File: src/rtl/nrx_psg_ctrl.sv
// New Rally-X sound register file, voice decode and shared wave-ROM server.
// Define NRX_PSG_READBACK_EN to build the registered cpu_rdata readback path.
module nrx_psg_ctrl (
  input  logic        clk,
  input  logic        rst_n,
  input  logic        cpu_we,
  input  logic [4:0]  cpu_addr,
  input  logic [3:0]  cpu_wdata,
  output logic [3:0]  cpu_rdata,
  input  logic        snd_on,
  output logic [19:0] freq0,
  output logic [19:0] freq1,
  output logic [19:0] freq2,
  output logic [3:0]  vol0,
  output logic [3:0]  vol1,
  output logic [3:0]  vol2,
  output logic [2:0]  vn0,
  output logic [2:0]  vn1,
  output logic [2:0]  vn2,
  input  logic [7:0]  waveaddr0,
  input  logic [7:0]  waveaddr1,
  input  logic [7:0]  waveaddr2,
  output logic [3:0]  wavedata0,
  output logic [3:0]  wavedata1,
  output logic [3:0]  wavedata2,
  output logic [7:0]  rom_addr,
  input  logic [3:0]  rom_data
);

  typedef enum logic [1:0] {PH0 = 2'd0, PH1 = 2'd1, PH2 = 2'd2} ph_t;

  ph_t              ph_r;
  logic [31:0][3:0] regs_r;
  logic [1:0]       tag_a_r;
  logic [1:0]       tag_b_r;
  logic             v_a_r;
  logic             v_b_r;
  logic [7:0]       sel_addr_s;

  always_ff @(posedge clk) begin
    if (!rst_n) begin
      regs_r <= 128'h0;
    end else if (cpu_we) begin
      regs_r[cpu_addr] <= cpu_wdata;
    end
  end

  always_comb begin
    sel_addr_s = waveaddr0;
    case (ph_r)
      PH0:     sel_addr_s = waveaddr0;
      PH1:     sel_addr_s = waveaddr1;
      PH2:     sel_addr_s = waveaddr2;
      default: sel_addr_s = waveaddr0;
    endcase
  end

  // Three-stage fetch: address out (A), ROM registers it (B), capture to the tagged voice (C).
  always_ff @(posedge clk) begin
    if (!rst_n) begin
      ph_r      <= PH0;
      rom_addr  <= 8'h00;
      tag_a_r   <= 2'd0;
      tag_b_r   <= 2'd0;
      v_a_r     <= 1'b0;
      v_b_r     <= 1'b0;
      wavedata0 <= 4'h0;
      wavedata1 <= 4'h0;
      wavedata2 <= 4'h0;
    end else begin
      rom_addr <= sel_addr_s;
      tag_a_r  <= ph_r;
      v_a_r    <= 1'b1;
      tag_b_r  <= tag_a_r;
      v_b_r    <= v_a_r;
      if (v_b_r) begin
        case (tag_b_r)
          2'd0:    wavedata0 <= rom_data;
          2'd1:    wavedata1 <= rom_data;
          2'd2:    wavedata2 <= rom_data;
          default: wavedata0 <= wavedata0;
        endcase
      end
      case (ph_r)
        PH0:     ph_r <= PH1;
        PH1:     ph_r <= PH2;
        PH2:     ph_r <= PH0;
        default: ph_r <= PH0;
      endcase
    end
  end

  assign vn0   = regs_r[5'h05][2:0];
  assign vn1   = regs_r[5'h0A][2:0];
  assign vn2   = regs_r[5'h0F][2:0];
  assign freq0 = {regs_r[5'h14], regs_r[5'h13], regs_r[5'h12], regs_r[5'h11], regs_r[5'h10]};
  assign freq1 = {regs_r[5'h19], regs_r[5'h18], regs_r[5'h17], regs_r[5'h16], 4'h0};
  assign freq2 = {regs_r[5'h1E], regs_r[5'h1D], regs_r[5'h1C], regs_r[5'h1B], 4'h0};
  assign vol0  = snd_on ? regs_r[5'h15] : 4'h0;
  assign vol1  = snd_on ? regs_r[5'h1A] : 4'h0;
  assign vol2  = snd_on ? regs_r[5'h1F] : 4'h0;

`ifdef NRX_PSG_READBACK_EN
  // Readback samples the pre-write contents, so a same-cycle write shows up one cycle later.
  always_ff @(posedge clk) begin
    if (!rst_n) begin
      cpu_rdata <= 4'h0;
    end else begin
      cpu_rdata <= regs_r[cpu_addr];
    end
  end
`else
  logic unused_regs_s;
  assign unused_regs_s = ^regs_r;
  assign cpu_rdata     = 4'h0;
`endif

endmodule

File: config.mk
export PLATFORM = sky130hd
export DESIGN_NAME = nrx_psg_ctrl
export DESIGN_NICKNAME = d
export VERILOG_FILES = /design/src/rtl/nrx_psg_ctrl.sv
export SDC_FILE = /design/constraint.sdc
export NUM_CORES = 1
export LEC_CHECK = 0
export ABC_AREA = 1
export BUFFER_PORTS_ARGS = -buffer_cell sky130_fd_sc_hd__buf_2
export CAP_MARGIN = 20
export CORE_MARGIN = 2
export CORE_UTILIZATION = 25
export DETAILED_ROUTE_END_ITERATION = 16
export SYNTH_ARGS = -nofsm -noshare
export SYNTH_HDL_FRONTEND = slang
export SYNTH_SLANG_ARGS = --single-unit
File: constraint.sdc
create_clock -name clk -period 3.7 [get_ports clk]
set_clock_uncertainty 0.2 [all_clocks]
set_input_delay 0.37 -clock clk [delete_from_list [all_inputs] [get_ports clk]]
set_output_delay 0.37 -clock clk [all_outputs]
set_load 0.005 [all_outputs]
==> impl_metrics.env, run 1 <==
export IMPL_status="complete, no violations"
export IMPL_design_core_area_um2=18770
export IMPL_fin_area_um2=5477
export IMPL_path_buf_inv=2
export IMPL_hold_worst_slack_ns=0.03379
export IMPL_ir_worst_vdd_mv=0.2280
export IMPL_finalSetupViolCount=0
export IMPL_io_buffers=133
export IMPL_syn2layout_area_growth_pct=14.25
export IMPL_r2r_slack_ns=2.03
export IMPL_cts_buffers_inserted=9
export IMPL_synthCells=680
export IMPL_track_usage_pct=12.52
export IMPL_cpPeakStageDelay_ns=0.60
export IMPL_n_antenna_cell=0
export IMPL_critPathMaxFanout=16
export IMPL_fillers=2098
export IMPL_ys_ff_latch=101
export IMPL_crit_arrival_ns=1.71
export IMPL_io_pins=146
export IMPL_grt_pass1_vias=3667
export IMPL_worstMarginPinSlew_ns=1.020
export IMPL_cts_resized=0
export IMPL_vias=3946
export IMPL_synth_top_area_share_pct=42.18
export IMPL_max_freq_ghz=0.5998
export IMPL_start_kind="flip-flop"
export IMPL_die_area_um2=20300
export IMPL_rows=50
export IMPL_p_leak_uw=0.002708
export IMPL_htreeDepth=3
export IMPL_cts_root_buf="clkbuf_16"
export IMPL_swShare_pct=26.86
export IMPL_dpl_cell_count=961
export IMPL_cts_sinks=101
export IMPL_synthFlopType="dfxtp_1"
export IMPL_synth_edf_count=0
export IMPL_min_path_type="input port to flip-flop"
export IMPL_fp_dieH_um=142.5
export IMPL_grt_max_degree=101
export IMPL_whs_path_depth=3
export IMPL_yosysWarningCount=0
export IMPL_final_hold_viol_count=0
export IMPL_reg2reg_depth=5
export IMPL_path_cells="inv_1 -> ha_1 -> nand3_1 -> o211ai_1 -> inv_1"
export IMPL_max_slew_margin_pct=31.99
export IMPL_routed_wl_mm=12.30
export IMPL_p_sw_uw=710.4
export IMPL_holdPathEnd="rom_addr[5]"
export IMPL_worstSetupPathType="flip-flop to flip-flop"
export IMPL_seq_power_share_pct=44.6
export IMPL_grt_ovfl_total=0
export IMPL_wl_per_cell_um=12.59
export IMPL_dr_pass1_iters=4
export IMPL_cp_slowest_cell="ha_1"
export IMPL_crit_cells=5
export IMPL_cts_tree="yes"
export IMPL_viasPerCell=4.039
export IMPL_finalCriticalPeriod_ns=1.667
export IMPL_power_frac_comb_pct=15.1
export IMPL_drive_above_1_share_pct=23.69
export IMPL_r2r_end="rom_addr[6]"
export IMPL_yosysTopAreaCell="dfxtp_1"
export IMPL_grt_pass1_wl_mm=19.45
export IMPL_start_util_pct=25.54
export IMPL_cp_top_family="adder cells"
export IMPL_fin_nets=782
export IMPL_first_iter_violations=189
export IMPL_clkTransAtPathRegs_ns=0.07
export IMPL_period_share_pct=45.06
export IMPL_worstPathRequired_ns=3.75
export IMPL_postPlaceCellArea_um2=5141
export IMPL_r2r_start="ph_r[0]"
export IMPL_crit_top_cell="inv_1"
export IMPL_power_internal_uw=1935
export IMPL_die_width_um=142.5
export IMPL_p_clk_share_pct=40.3
export IMPL_hpwl_mm=8.801
export IMPL_synth_area_per_cell_um2=7.049
export IMPL_clk_path_buf_depth=2
export IMPL_clk_latency_ns=0.35
export IMPL_mostFrequentLayoutCells="nor2_1 (162), nand2_1 (148), buf_2 (132)"
export IMPL_ys_seq_area_share_pct=42.18
export IMPL_pwr_density_cell_nw_per_um2=483.0
export IMPL_gp_congestion=0.7477
export IMPL_ctsHoldBuffers=0
export IMPL_drc_errors=0
export IMPL_antenna_found_initial=0
export IMPL_rsz0062_at_grt="false"
export IMPL_yosys_top_cells_area="dfxtp_1 (42%), nor2_1 (13%), buf_4 (12%), nand2_1 (12%), nand3_1 (5.7%)"
export IMPL_slew_violations=0
export IMPL_ys_types=22
export IMPL_layoutNonFillerInstCount=977
export IMPL_mostFrequentLayoutCell="nor2_1"
export IMPL_hold_start="waveaddr0[5]"
export IMPL_ant_nets=0
export IMPL_finalSetupTns_ns=0
export IMPL_syn_area_um2=4793
export IMPL_cap_violations=0
export IMPL_endpoint_kind="flip-flop"
export IMPL_ys_async_sr_fraction_pct=0
export IMPL_postCtsSetupRepairBufs=0
export IMPL_fin_util_pct=29.18
-- final cells by class --
type / count / area [um^2] / area share (%)
sequential: 101 / 2022 / 36.92
multi-input combinational: 434 / 1937 / 35.37
clock buffer: 11 / 252.7 / 4.615
timing repair buffer: 133 / 668.1 / 12.20
inverter: 59 / 221.5 / 4.044
tap: 234 / 292.8 / 5.346
clock inverter: 5 / 82.58 / 1.508
-- sequential cells by signal, indices dropped and copies added (netlist names), 3 cells and up --
signal,cells
wavedata2,4
regs_r,12
rom_addr,8
vn2,3
freq1,16
wavedata0,4
vn1,3
vn0,3
freq0,20
freq2,16
wavedata1,4
-- synth_stat cells (4+ instances only) --
library cell / number
buf_2: 4
o21ai_0: 13
o211ai_1: 8
buf_1: 6
inv_1: 52
nand2_1: 148
nor2_4: 16
dfxtp_1: 101
clkbuf_1: 11
clkinv_1: 4
buf_4: 76
a21oi_1: 8
nor2_1: 162
nand3_1: 55
-- tightest hold or removal path, stage by stage --
cell      delay (ns)
buf_2           0.07
o211ai_1        0.07
inv_1           0.05
-- kinds of logic after synthesis --
| group | share of synthesized area, % |
|---|---|
| buf+inv | 18.27 |
| fa+ha+maj | 0.7832 |
| other cells | 0.07823 |
| flops | 42.18 |
| compound gates | 3.446 |
| simple gates | 35.24 |
-- through the flow --
step / setup slack, ns / power [uW]
6_report: 2.033 / 2645
3_5_place_dp: 1.818 / 1612
4_1_cts: 1.997 / 2697
2_1_floorplan: 2.133 / 1491
5_1_grt: 1.905 / 2795
3_3_place_gp: 1.831 / 1607
-- power groups by stage --
stage | Combinational [uW] | Sequential, uW | Clock [uW]
floorplan | 282 | 1210 | 0
detailed placement | 408 | 1200 | 0
global route | 459 | 1190 | 1150
global placement | 403 | 1200 | 0
CTS | 409 | 1180 | 1110
finish | 399 | 1180 | 1070
-- worst max-delay path by stage --
stage	slack, ns	to	start
after detailed placement	1.82	vn1[1]	cpu_wdata[1]
final	2.03	rom_addr[6]	ph_r[0]
after floorplan	2.13	rom_addr[5]	ph_r[0]
after global routing	1.91	rom_addr[6]	ph_r[1]
after CTS	2.00	rom_addr[6]	ph_r[0]
after global placement	1.83	ph_r[0]	rst_n
-- routing by layer --
metal	global-route usage [%]	vias up	wire, um
li1	-	2107	-
met1	16.69	1739	6039
met2	19.61	87	5487
met3	2.894	13	569
met4	4.846	0	204
met5	0	-	0
(Power assumes the default switching activity.)
==> inputs of run 2 (changes only) <==
- clock period: 3.7 -> 1.35 ns (I/O delays scaled with it)
==> run 2 against run 1 <==
  * Critical endpoint is now rom_addr[3]
  * Cell area up 11%
  * Global-route usage rose by 0.22 points
  * Fmax increased by 24%
  * Sequential share of layout area decreased by 3.6 points
  * Setup slack got worse by 2.0 ns
  * Final cell count increased by 5.8%
  * Critical path depth increased by 1
  * Clock-buffer cell count is 2 lower
  * Non-clock buffer count grew 57
  * Utilization rose by 3.3 points
  * Clock power rose to 2.5 times the previous value
==> impl_metrics.env, run 2 (synthesis gave the netlist of run 1 again) <==
export IMPL_cts_tree="yes"
export IMPL_gp_congestion=0.7865
export IMPL_max_freq_ghz=0.7420
export IMPL_viasPerCell=4.054
export IMPL_n_antenna_cell=0
export IMPL_grt_max_degree=54
export IMPL_clkTransAtPathRegs_ns=0.07
export IMPL_htreeDepth=3
export IMPL_ant_nets=0
export IMPL_antenna_found_initial=0
export IMPL_cts_sinks=101
export IMPL_track_usage_pct=12.74
export IMPL_fp_dieH_um=142.5
export IMPL_worst_setup_path_startpoint="ph_r[1]"
export IMPL_rows=50
export IMPL_period_share_pct=99.84
export IMPL_cts_root_buf="clkbuf_16"
export IMPL_die_width_um=142.5
export IMPL_largest_register_ffs=20
export IMPL_vias=4192
export IMPL_r2r_start="ph_r[1]"
export IMPL_multiInputGateArea_um2=1999
export IMPL_grt_ovfl_total=0
export IMPL_final_hold_viol_count=0
export IMPL_syn2layout_area_growth_pct=27.17
export IMPL_finalSetupViolCount=0
export IMPL_hold_worst_slack_ns=0.03845
export IMPL_start_util_pct=25.54
export IMPL_worstPathRequired_ns=1.40
export IMPL_rsz0062_at_grt="true"
export IMPL_slew_violations=0
export IMPL_hpwl_mm=8.995
export IMPL_status="complete, no violations"
export IMPL_die_area_um2=20300
export IMPL_fillers=2004
export IMPL_mostFrequentLayoutCells="nor2_1 (162), nand2_1 (148), buf_2 (133)"
export IMPL_finalCriticalPeriod_ns=1.348
export IMPL_grt_pass1_wl_mm=19.92
export IMPL_io_pins=146
export IMPL_endpoint_kind="flip-flop"
export IMPL_worstSetupPathType="flip-flop to flip-flop"
export IMPL_cap_violations=0
export IMPL_wl_per_cell_um=12.56
export IMPL_clk_latency_ns=0.36
export IMPL_pwr_density_cell_nw_per_um2=1227
export IMPL_seq_area_um2=2028
export IMPL_min_path_type="input port to flip-flop"
export IMPL_p_leak_uw=0.002998
export IMPL_hold_start="cpu_addr[3]"
export IMPL_grt_pass1_vias=3877
export IMPL_critPathMaxFanout=7
export IMPL_start_kind="flip-flop"
export IMPL_routed_wl_mm=12.99
export IMPL_power_uw=7479
export IMPL_design_core_area_um2=18770
export IMPL_crit_arrival_ns=1.40
export IMPL_drc_errors=0
export IMPL_first_iter_violations=135
export IMPL_io_buffers=133
export IMPL_dr_pass1_iters=5
export IMPL_clk_path_buf_depth=2
export IMPL_mostFrequentLayoutCell="nor2_1"
export IMPL_fin_nets=839
export IMPL_cts_buffers_inserted=9
export IMPL_ir_worst_vdd_mv=0.7344
export IMPL_drive_above_1_share_pct=27.63
-- run 2: changes by cell type in the layout (fill, tap and decap cells not counted), moves of 3 or more --
| cell | previous run | this run |
|---|---|---|
| buf_12 | 0 | 7 |
| nand3_2 | 3 | 10 |
| dlygate4sd3_1 | 0 | 29 |
| nand3_1 | 55 | 48 |
| dfxtp_2 | 0 | 5 |
| buf_4 | 1 | 20 |
| inv_6 | 0 | 3 |
| dfxtp_1 | 101 | 96 |
| ha_1 | 3 | 0 |
-- run 2: path summary, 6_finish.rpt --
path	endpoint	slack [ns]	cells after the start
max	rom_addr[3]	0.002	6
min	vn0[2]	0.04	5
max reg2reg	rom_addr[3]	0.002	6
min reg2reg	tag_b_r[1]	0.22	2
-- run 2: power by group --
| part | total, uW | internal, uW | leakage, uW | switching (uW) |
|---|---|---|---|---|
| clock | 2680 | 1450 | 0.000150 | 1230 |
| combinational | 1560 | 724 | 0.00203 | 836 |
| sequential | 3240 | 3170 | 0.000821 | 72.6 |
| total | 7480 | 5340 | 0.00300 | 2140 |
-- run 2: cell type report --
cell class | instances | share of cell area, %
clock buffer | 9 | 3.695
inverter | 59 | 3.633
clock inverter | 7 | 1.170
multi-input combinational | 434 | 32.80
timing repair buffer | 190 | 20.63
tap | 234 | 4.803
sequential | 101 | 33.27
-- run 2: metal layers --
metal | vias to the layer above | track usage, % | wire (um)
li1 | 2218 | - | -
met1 | 1830 | 15.13 | 5612
met2 | 136 | 21.15 | 6164
met3 | 8 | 5.485 | 1093
met4 | 0 | 3.231 | 122
met5 | - | 0 | 0
-- run 2: what timing repair did --
item | in CTS | in global routing
buffers inserted | 0 | 3
hold buffers | 29 | 0
setup endpoints to repair | 6 | 11
endpoints found under the hold margin | 21 | 0
gates resized for setup | 2 | 11
pin swaps | 0 | 6
-- run 2: metrics by stage --
stage | instance area, um^2 | std cells | utilization [%] | worst slack, ns | TNS [ns]
after floorplan | 4876 | 691 | - | -0.008520 | -0.06816
after global placement | 5426 | 986 | 28.91 | -0.02932 | -0.2758
after detailed placement | 5426 | 986 | 28.91 | -0.06399 | -0.5354
after CTS | 6018 | 1031 | 32.07 | 0.01620 | 0
after global routing | 6096 | 1034 | 32.48 | -0.09724 | -0.3798
final | 6096 | 1034 | 32.48 | 0.002226 | 0
-- run 2: critical path, cell delays in order, from the launching register on --
cell,delay (ns)
dfxtp_2,0.35
inv_2,0.06
ha_4,0.29
buf_12,0.13
nand3_2,0.07
o211ai_1,0.08
inv_1,0.06
==> inputs of run 3 (changes only) <==
- ABC_AREA: 1 -> not set
==> run 3 against run 2 <==
  * The run now ends with setup timing left
  * Hold slack gained 0.018 ns
  * Via count decreased by 21%
  * Utilization increased by 0.67 points
  * Sequential share of layout area grew 1.9 points
  * Critical path depth is 1 lower
  * Clock power is 5% lower
  * Cell area shrank 5.6%
  * Clock-buffer cell count rose by 2
  * Power fell by 16%
  * Global-route usage is 0.71 points lower
  * Critical endpoint unchanged
  * Largest power group unchanged
  * Highest routed layer unchanged
==> impl_metrics.env, run 3 <==
export IMPL_finalSetupViolCount=8
export IMPL_rows=48
export IMPL_slew_violations=0
export IMPL_first_iter_violations=99
export IMPL_ys_types=27
export IMPL_dp_slack_ns=-0.07064
export IMPL_start_kind="flip-flop"
export IMPL_fin_nets=615
export IMPL_yosys_top_cells_count="dfxtp_1 (101), nand2_1 (90), mux2i_1 (85)"
export IMPL_max_freq_ghz=0.7096
export IMPL_yosysWarningCount=0
export IMPL_status="complete, but fails checks"
export IMPL_drive_above_1_share_pct=34.55
export IMPL_yosys_top_cells_area="dfxtp_1 (45%), mux2i_1 (19%), buf_4 (12%), nand2_1 (7.6%), and2_1 (2.7%)"
export IMPL_ys_seq_area_share_pct=45.41
export IMPL_power_uw=6277
export IMPL_cts_tree="yes"
export IMPL_vias=3301
export IMPL_wl_per_cell_um=14.67
export IMPL_io_pins=146
export IMPL_failed_checks="setup timing"
export IMPL_finalCriticalPeriod_ns=1.409
export IMPL_yosysTopAreaCell="dfxtp_1"
export IMPL_clk_latency_ns=0.35
export IMPL_layoutNonFillerInstCount=801
export IMPL_mostFrequentLayoutCell="buf_2"
export IMPL_viasPerCell=4.121
export IMPL_grt_ovfl_total=0
export IMPL_rsz0062_at_grt="true"
export IMPL_routed_wl_mm=11.75
export IMPL_clk_path_buf_depth=2
export IMPL_cts_buffers_inserted=9
export IMPL_cp_slowest_cell="dfxtp_2"
export IMPL_gp_congestion=0.7550
export IMPL_hpwl_mm=7.504
export IMPL_ant_nets=0
export IMPL_use_met2_pct=19.24
export IMPL_grt_max_degree=57
export IMPL_synth_top_area_share_pct=45.41
export IMPL_synth_edf_count=0
export IMPL_synth_area_per_cell_um2=9.744
export IMPL_syn_area_um2=4453
export IMPL_finalSetupTns_ns=-0.3679
export IMPL_synth_most_common_cell="dfxtp_1"
export IMPL_pwr_density_cell_nw_per_um2=1091
export IMPL_syn2layout_area_growth_pct=29.22
export IMPL_min_path_type="input port to flip-flop"
export IMPL_ys_ff_latch=101
export IMPL_dr_pass1_iters=4
export IMPL_fp_dieH_um=137.5
export IMPL_synthCells=457
export IMPL_clkTransAtPathRegs_ns=0.08
export IMPL_design_core_area_um2=17360
export IMPL_io_buffers=133
export IMPL_start_util_pct=25.66
export IMPL_cts_root_buf="clkbuf_16"
export IMPL_grt_pass1_wl_mm=17.00
export IMPL_mostFrequentLayoutCells="buf_2 (132), dfxtp_1 (99), mux2i_1 (85)"
export IMPL_path_cells="inv_2 -> buf_6 -> ha_4 -> buf_8 -> o211a_1"
export IMPL_cts_sinks=101
export IMPL_n_antenna_cell=0
export IMPL_top_usage_layer="met2"
export IMPL_worst_slack_ns=-0.05919
export IMPL_die_area_um2=18900
export IMPL_crit_arrival_ns=1.45
export IMPL_drc_errors=0
export IMPL_dpl_cell_count=753
export IMPL_cpPeakStageDelay_ns=0.35
export IMPL_largest_register_ffs=20
export IMPL_ys_async_sr_fraction_pct=0
export IMPL_worstPathRequired_ns=1.39
export IMPL_htreeDepth=3
export IMPL_ir_worst_vdd_mv=0.5450
export IMPL_p_leak_uw=0.002803
export IMPL_final_hold_viol_count=0
export IMPL_die_width_um=137.5
export IMPL_critPathMaxFanout=8
export IMPL_gr_usage_met3_pct=2.281
export IMPL_antenna_found_initial=0
export IMPL_worstSetupPathType="flip-flop to flip-flop"
export IMPL_hold_worst_slack_ns=0.05677
export IMPL_grt_pass1_vias=3128
export IMPL_grt_use_met1_pct=15.65
export IMPL_synthFlopType="dfxtp_1"
export IMPL_period_share_pct=104.4
export IMPL_endpoint_kind="flip-flop"
export IMPL_cap_violations=0
export IMPL_track_usage_pct=12.03
## run 3: cell families (layout without fill, tap and decap cells)
logic type | after synthesis | in the layout | share of synthesized area (%)
other | 1 | 12 | 0.08421
flip-flops | 101 | 101 | 45.41
multiplexers | 85 | 85 | 19.11
AND/OR/NAND/NOR | 149 | 149 | 16.52
adder cells (fa/ha/maj) | 3 | 3 | 0.8430
buffers and inverters | 102 | 210 | 14.89
AO/OA/AOI/OAI | 16 | 16 | 3.147
## run 3: metrics by stage
stage | cell area [um^2] | utilization (%)
2_1_floorplan | 4531 | -
3_3_place_gp | 5069 | 29.20
3_5_place_dp | 5069 | 29.20
4_1_cts | 5648 | 32.54
5_1_grt | 5754 | 33.15
6_report | 5754 | 33.15
## run 3: critical path: cells and delay by family (launching register included)
family / cells / cell delay (ns)
AOI/OAI and AO/OA: 1 / 0.22
adders and majority gates: 1 / 0.25
buffers and inverters: 3 / 0.30
DFF: 1 / 0.35
## run 3: timing repair
action / CTS / global route
pin swaps: 0 / 6
endpoints found under the setup margin: 8 / 32
setup buffers: 0 / 2
endpoints found under the hold margin: 21 / 0
gates resized for setup: 2 / 16
hold buffers: 29 / 0
gates cloned: 0 / 1
## run 3: area by class of cell
| cell class | count | area, um^2 |
|---|---|---|
| clock buffers | 11 | 242.7 |
| clock inverters | 5 | 41.29 |
| fillers | 1795 | 11600 |
| inverters | 2 | 7.507 |
| multi-input cells | 265 | 1854 |
| flip-flops and latches | 101 | 2024 |
| well taps | 225 | 281.5 |
| repair buffers | 192 | 1303 |
## run 3: where the power goes
part / internal, uW / switching (uW) / leakage, uW / total (uW)
clock: 1330 / 1210 / 0.000144 / 2540
sequential: 3040 / 26.7 / 0.000819 / 3070
combinational: 340 / 327 / 0.00184 / 666
## run 3: per-layer routing
| metal | vias to the layer above | share of wire, % | wire length [um] |
|---|---|---|---|
| li1 | 1645 | - | - |
| met1 | 1547 | 46 | 5356 |
| met2 | 94 | 48 | 5653 |
| met3 | 15 | 4.3 | 505 |
| met4 | 0 | 2.0 | 239 |
| met5 | - | 0 | 0 |
## run 3: path summary, 6_finish.rpt
check / startpoint / end / slack, ns / cells after the start
worst max-delay path: ph_r[0] / rom_addr[3] / -0.06 / 5
worst min-delay path: cpu_wdata[2] / freq1[10] / 0.06 / 4
worst max register to register: ph_r[0] / rom_addr[3] / -0.06 / 5
worst min register to register: v_a_r / v_b_r / 0.23 / 1
